[src/rtl/mcp_rx_sorter.sv]
// rtl/mcp_rx_sorter.sv - UART-framed daisy-chain receiver with chip-ID sorting, stats counters and packet FIFO
module mcp_rx_sorter #(
    parameter int WIDTH      = 54,
    parameter int CHIP_ID_W  = 8,
    parameter int NUM_CHIPS  = 3,
    parameter int IDX_W      = 2,
    parameter int CLKDIV     = 2,
    parameter int FIFO_DEPTH = 16,
    parameter int FIFO_BITS  = 4,
    parameter int COUNT_W    = 16
) (
    input  logic                           clk2x,
    input  logic                           reset,
    input  logic                           miso,
    input  logic [NUM_CHIPS*CHIP_ID_W-1:0] chip_id_table,
    input  logic                           clear_counts,
    input  logic                           pkt_ready,
    output logic                           pkt_valid,
    output logic [WIDTH-1:0]               pkt_data,
    output logic [IDX_W-1:0]               pkt_chip_idx,
    output logic                           fifo_full,
    output logic [NUM_CHIPS*COUNT_W-1:0]   hit_counts,
    output logic [COUNT_W-1:0]             unknown_count,
    output logic [COUNT_W-1:0]             parity_err_count,
    output logic [COUNT_W-1:0]             frame_err_count,
    output logic [COUNT_W-1:0]             overflow_count
);
    localparam int PH_W  = (CLKDIV > 2) ? $clog2(CLKDIV) : 1;
    localparam int BIT_W = (WIDTH > 2) ? $clog2(WIDTH) : 1;
    localparam int ENT_W = WIDTH + IDX_W;

    typedef enum logic [2:0] {S_IDLE, S_START, S_DATA, S_STOP, S_WAIT_IDLE} state_t;

    logic                 r_sync1, r_sync2;
    state_t               r_state, w_state_nxt;
    logic [PH_W-1:0]      r_phase, w_phase_nxt;
    logic [BIT_W-1:0]     r_bit, w_bit_nxt;
    logic [WIDTH-1:0]     r_shift, w_shift_nxt;
    logic                 w_stop_ok, w_frame_err;
    logic                 r_cls_valid;
    logic [WIDTH-1:0]     r_cls_data;
    logic                 w_rx;

    assign w_rx = r_sync2;

    always_ff @(posedge clk2x) begin
        if (reset) begin
            r_sync1     <= 1'b1;
            r_sync2     <= 1'b1;
            r_state     <= S_IDLE;
            r_phase     <= '0;
            r_bit       <= '0;
            r_shift     <= '0;
            r_cls_valid <= 1'b0;
            r_cls_data  <= '0;
        end else begin
            r_sync1     <= miso;
            r_sync2     <= r_sync1;
            r_state     <= w_state_nxt;
            r_phase     <= w_phase_nxt;
            r_bit       <= w_bit_nxt;
            r_shift     <= w_shift_nxt;
            r_cls_valid <= w_stop_ok;
            if (w_stop_ok)
                r_cls_data <= r_shift;
        end
    end

    // Bits arrive LSB first, so shifting in at the MSB leaves bit 0 at position 0.
    always_comb begin
        w_state_nxt = r_state;
        w_phase_nxt = r_phase + PH_W'(1);
        w_bit_nxt   = r_bit;
        w_shift_nxt = r_shift;
        w_stop_ok   = 1'b0;
        w_frame_err = 1'b0;
        case (r_state)
            S_IDLE: begin
                w_phase_nxt = '0;
                if (!w_rx)
                    w_state_nxt = S_START;
            end
            S_START: begin
                if (r_phase == PH_W'(CLKDIV/2 - 1)) begin
                    w_phase_nxt = '0;
                    w_bit_nxt   = '0;
                    w_state_nxt = w_rx ? S_IDLE : S_DATA;
                end
            end
            S_DATA: begin
                if (r_phase == PH_W'(CLKDIV - 1)) begin
                    w_phase_nxt = '0;
                    w_shift_nxt = {w_rx, r_shift[WIDTH-1:1]};
                    if (r_bit == BIT_W'(WIDTH - 1))
                        w_state_nxt = S_STOP;
                    else
                        w_bit_nxt = r_bit + BIT_W'(1);
                end
            end
            S_STOP: begin
                if (r_phase == PH_W'(CLKDIV - 1)) begin
                    w_phase_nxt = '0;
                    if (w_rx) begin
                        w_stop_ok   = 1'b1;
                        w_state_nxt = S_IDLE;
                    end else begin
                        w_frame_err = 1'b1;
                        w_state_nxt = S_WAIT_IDLE;
                    end
                end
            end
            S_WAIT_IDLE: begin
                w_phase_nxt = '0;
                if (w_rx)
                    w_state_nxt = S_IDLE;
            end
            default: w_state_nxt = S_IDLE;
        endcase
    end

    logic                 w_match;
    logic [IDX_W-1:0]     w_idx;
    logic [CHIP_ID_W-1:0] w_id;
    logic                 w_parity_ok, w_do_hit, w_do_unk, w_do_par;

    assign w_id        = r_cls_data[CHIP_ID_W+1:2];
    assign w_parity_ok = ^r_cls_data;

    // Descending scan so the lowest matching table entry wins.
    always_comb begin
        w_match = 1'b0;
        w_idx   = '0;
        for (int k = NUM_CHIPS - 1; k >= 0; k--) begin
            if (w_id == chip_id_table[k*CHIP_ID_W +: CHIP_ID_W]) begin
                w_match = 1'b1;
                w_idx   = IDX_W'(k);
            end
        end
    end

    assign w_do_par = r_cls_valid & ~w_parity_ok;
    assign w_do_unk = r_cls_valid &  w_parity_ok & ~w_match;
    assign w_do_hit = r_cls_valid &  w_parity_ok &  w_match;

    logic [ENT_W-1:0]     r_mem [FIFO_DEPTH];
    logic [FIFO_BITS-1:0] r_wptr, r_rptr;
    logic [FIFO_BITS:0]   r_count;
    logic                 w_pop, w_wr, w_overflow;
    logic [ENT_W-1:0]     w_head;

    assign pkt_valid  = (r_count != '0);
    assign fifo_full  = (r_count == (FIFO_BITS+1)'(FIFO_DEPTH));
    assign w_pop      = pkt_valid & pkt_ready;
    assign w_wr       = w_do_hit & (~fifo_full | w_pop);
    assign w_overflow = w_do_hit & fifo_full & ~w_pop;
    assign w_head     = r_mem[r_rptr];
    assign pkt_data     = pkt_valid ? w_head[ENT_W-1:IDX_W] : '0;
    assign pkt_chip_idx = pkt_valid ? w_head[IDX_W-1:0]     : '0;

    always_ff @(posedge clk2x) begin
        if (w_wr)
            r_mem[r_wptr] <= {r_cls_data, w_idx};
    end

    always_ff @(posedge clk2x) begin
        if (reset) begin
            r_wptr  <= '0;
            r_rptr  <= '0;
            r_count <= '0;
        end else begin
            if (w_wr)
                r_wptr <= r_wptr + FIFO_BITS'(1);
            if (w_pop)
                r_rptr <= r_rptr + FIFO_BITS'(1);
            case ({w_wr, w_pop})
                2'b10:   r_count <= r_count + (FIFO_BITS+1)'(1);
                2'b01:   r_count <= r_count - (FIFO_BITS+1)'(1);
                default: r_count <= r_count;
            endcase
        end
    end

    function automatic logic [COUNT_W-1:0] sat_inc(input logic [COUNT_W-1:0] v);
        return (&v) ? v : v + COUNT_W'(1);
    endfunction

    logic [COUNT_W-1:0] r_hits [NUM_CHIPS];
    logic [COUNT_W-1:0] r_unk, r_par, r_frm, r_ovf;

    always_ff @(posedge clk2x) begin
        if (reset || clear_counts) begin
            for (int k = 0; k < NUM_CHIPS; k++)
                r_hits[k] <= '0;
            r_unk <= '0;
            r_par <= '0;
            r_frm <= '0;
            r_ovf <= '0;
        end else begin
            for (int k = 0; k < NUM_CHIPS; k++)
                if (w_do_hit && (w_idx == IDX_W'(k)))
                    r_hits[k] <= sat_inc(r_hits[k]);
            if (w_do_unk)    r_unk <= sat_inc(r_unk);
            if (w_do_par)    r_par <= sat_inc(r_par);
            if (w_frame_err) r_frm <= sat_inc(r_frm);
            if (w_overflow)  r_ovf <= sat_inc(r_ovf);
        end
    end

    genvar g;
    generate
        for (g = 0; g < NUM_CHIPS; g++) begin : g_hits
            assign hit_counts[g*COUNT_W +: COUNT_W] = r_hits[g];
        end
    endgenerate

    assign unknown_count    = r_unk;
    assign parity_err_count = r_par;
    assign frame_err_count  = r_frm;
    assign overflow_count   = r_ovf;
endmodule

[config.mk]
export PLATFORM = sky130hd
export DESIGN_NAME = mcp_rx_sorter
export DESIGN_NICKNAME = d
export VERILOG_FILES = /design/src/rtl/mcp_rx_sorter.sv
export SDC_FILE = /design/constraint.sdc
export NUM_CORES = 1
export LEC_CHECK = 0
export ABC_AREA = 0
export CAP_MARGIN = 20
export CORE_MARGIN = 2
export CORE_UTILIZATION = 54
export CTS_CLUSTER_SIZE = 25
export DETAILED_ROUTE_END_ITERATION = 10
export PLACE_DENSITY = 0.8
export SETUP_SLACK_MARGIN = 0.3
export SYNTH_ARGS = -nofsm -noshare
export SYNTH_HDL_FRONTEND = slang
export SYNTH_SLANG_ARGS = --single-unit
[constraint.sdc]
create_clock -name clk2x -period 6.8 [get_ports clk2x]
set_input_delay 1.02 -clock clk2x [delete_from_list [all_inputs] [get_ports clk2x]]
set_output_delay 1.02 -clock clk2x [all_outputs]
set_load 0.02 [all_outputs]
==> results.json <==
{
  "final_max_slew_viol_count": 0,
  "viasPerCell": 6.18,
  "cts_max_path_buffers": 3,
  "finalHoldViolCount": 0,
  "cts_hold_buf": 0,
  "synthXorXnorAreaFrac_pct": 3.53,
  "grt_pass1_wl_mm": 158,
  "ys_seq_area_share_pct": 71.7,
  "critPathBufInv": 1,
  "start_util_pct": 54.2,
  "core_area_um2": 83300,
  "fin_util_pct": 62.6,
  "setup_viol": 0,
  "yosys_warnings": 0,
  "crit_required_ns": 7.09,
  "fin_skew_ns": 0.0498,
  "die_x_um": 293,
  "peakVddDrop_v": 0.000225,
  "synthMuxAreaShare_pct": 14.1,
  "grt-ovfl-total": 0,
  "nets": 2874,
  "critPathSlowestCell": "dfxtp_1",
  "powerDensity_nw_per_um2": 322,
  "rsz0062_at_grt": "false",
  "synthAdderAreaFrac_pct": 0.443,
  "antenna_cells": 0,
  "synth_most_common_cell": "edfxtp_1",
  "end_kind": "flop",
  "cp_data_arrival_time_ns": 5.54,
  "dpl_cell_area_um2": 48500,
  "num_vias": 24800,
  "synth_top_family_by_area": "multiplexers",
  "timing_worst_slew_pin_value_ns": 1.16,
  "drc": 0,
  "finalCriticalPeriod_ns": 5.25,
  "port_buffers": 198,
  "pre_cts_slack_ns": 1.37,
  "die_area_um2": 86000,
  "routedWlPerCell_um": 26.1,
  "finalWorstSetupSlack_ns": 1.55,
  "synth_compound_area_share_pct": 2.08,
  "netlist.top_cell.by_area": "edfxtp_1",
  "leakage_nw": 16.3,
  "relSlewSlack_pct": 22.6,
  "synthCells": 2613,
  "clkSinkCount": 1146,
  "tns_ns": 0,
  "status": "completed",
  "synth_top_area_share_pct": 62.8,
  "cts_resized": 0,
  "routabilityCongestion": 0.867,
  "routed_wl_mm": 105,
  "cts_setup_buffers": 0,
  "drt_iter0_drc": 2790,
  "period_share_pct": 77.2,
  "synth_cell_types": 54,
  "crit_path_frequent_cell": "xnor2_1",
  "clk_pin_slew_worst_paths_ns": 0.07,
  "htree_levels": 3,
  "synth-simple-area-share_pct": 6.66,
  "crit_path_cell_trace": "xnor2_1 > xnor2_1 > xnor2_1 > xnor2_1 > xor3_2 > nor3b_2 > nand2_2 > nor2_4 > buf_4",
  "clock_latency_ns": 0.70,
  "synth_nets": 2658,
  "antenna_found_initial": 0,
  "ys_ff_latch": 1146,
  "synthToLayoutAreaGrowth_pct": 15.5,
  "stdcell_area_um2": 52200,
  "max_stage_delay_ns": 1.04,
  "synth_edf_count": 944,
  "drv_cap": 0,
  "critPathKind": "reg2reg",
  "avgSynthCellArea_um2": 17.3,
  "cts_root_buf": "clkbuf_16",
  "grt_pass1_vias": 25200,
  "synthTopCellsByCount": "944 x edfxtp_1, 280 x mux4_2, 273 x nand2_1",
  "numCtsBuffers": 108,
  "fmax_mhz": 190,
  "syn-cell-area_um2": 45200,
  "synth.area.top_cells": "edfxtp_1 63%, mux4_2 14%, dfxtp_1 9.0%, nand2_1 2.3%, xor2_1 1.7%",
  "rows": 106,
  "hp-class": "reg2reg",
  "tritoncts": "done",
  "io_pins": 199,
  "multi_input_area_um2": 12200,
  "first_pass_iters": 6,
  "dieHeight_um": 293,
  "drive_above_1_share_pct": 18.4,
  "dp_hpwl_mm": 56.9,
  "fillerInstances": 5513,
  "synth_ff_type": "edfxtp_1",
  "grt_max_degree": 112,
  "ys_async_sr_fraction_pct": 0,
  "ant_nets": 0,
  "startpoint_type": "flop",
  "path_max_fanout": 41,
  "grt_use_total_pct": 24.5,
  "ff_latch_area_um2": 32400,
  "path_delay_family": "XOR/XNOR gates"
}
placed cells by master, fill, tap and decap left out, types with 4 or more instances in the layout:
cell and instances:
dfxtp_1 198, nor3_1 25, inv_6 4, xor2_1 90, mux4_2 280, or3_1 17
buf_4 39, o21ai_0 17, nand3_1 45, and2_1 63, nor4_1 9, nand4_1 26
clkinv_1 14, a21oi_1 131, xnor2_1 84, nor2_1 141, mux2i_1 5, nor3_4 4
clkdlybuf4s50_1 197, bufinv_16 8, clkinv_2 21, clkbuf_8 10, inv_1 24, clkbuf_1 21
nand2_1 272, buf_12 7, edfxtp_1 944, ha_1 16, clkbuf_16 111, and3_1 14
dfxtp_4 4, nor2_4 12, clkinv_4 6
cells by family after synthesis:
group / after synthesis
buffers and inverters: 163
AO/OA/AOI/OAI: 171
flip-flops: 1146
AND/OR/NAND/NOR: 655
adder cells (fa/ha/maj): 16
XOR/XNOR: 177
multiplexers: 285
flip-flops by register name, summed over array words and instances, names as in the netlist, named ones only:
register	count
frame_err_count	16
overflow_count	16
parity_err_count	16
r_bit	6
r_cls_data	54
r_cls_valid	1
r_count	5
r_hits	48
r_mem	896
r_phase	1
r_rptr	4
r_shift	54
r_state	3
r_sync1	1
r_sync2	1
r_wptr	4
unknown_count	16
stage by stage:
| step | hold slack (ns) | std cells | total power (W) |
|---|---|---|---|
| after global placement | 0.394 | 3794 | 0.0109 |
| after CTS | 0.412 | 3999 | 0.0169 |
| final | 0.411 | 4003 | 0.0168 |
| after floorplan | 0.389 | 2613 | 0.00982 |
| after global routing | 0.418 | 4003 | 0.0173 |
| after detailed placement | 0.396 | 3795 | 0.0109 |
final cells by class:
| type | instances | share of cell area, % |
|---|---|---|
| Inverter | 24 | 0.173 |
| Sequential cell | 1146 | 62.1 |
| Tap cell | 1080 | 2.59 |
| Clock inverter | 62 | 1.17 |
| Timing Repair Buffer | 245 | 4.72 |
| Clock buffer | 142 | 5.74 |
| Multi-Input combinational cell | 1304 | 23.5 |
where the power goes:
part	switching, W	total, W	internal (W)	leakage [nW]
Sequential	0.000115	0.00764	0.00752	10.4
Combinational	0.00148	0.00308	0.00160	4.08
Clock	0.00264	0.00608	0.00344	1.77
worst paths after layout:
| kind | endpoint | depth (start not counted) | slack, ns | startpoint |
|---|---|---|---|---|
| max | r_mem[15][21] | 9 | 1.55 | r_cls_data[2] |
| min | r_sync2 | 1 | 0.41 | r_sync1 |
| max reg2reg | r_mem[15][21] | 9 | 1.55 | r_cls_data[2] |
| min reg2reg | r_sync2 | 1 | 0.41 | r_sync1 |
per-layer routing:
| metal | global-route usage (%) | up-vias | part of all wire [%] |
|---|---|---|---|
| met2 | 40.2 | 1445 | 50 |
| li1 | - | 10500 | - |
| met1 | 33.8 | 12700 | 39 |
| met4 | 7.38 | 0 | 2.5 |
| met3 | 4.74 | 177 | 9.1 |
| met5 | 0 | - | 0 |
worst reg2reg max path: stages, from the launching register on:
cell and delay, ns:
dfxtp_1 1.04, xnor2_1 0.29, xnor2_1 0.26, xnor2_1 0.10, xnor2_1 0.53, xor3_2 0.63, nor3b_2 0.44, nand2_2 0.27
nor2_4 0.51, buf_4 0.74
No activity file was read; power rests on OpenSTA's default activity.
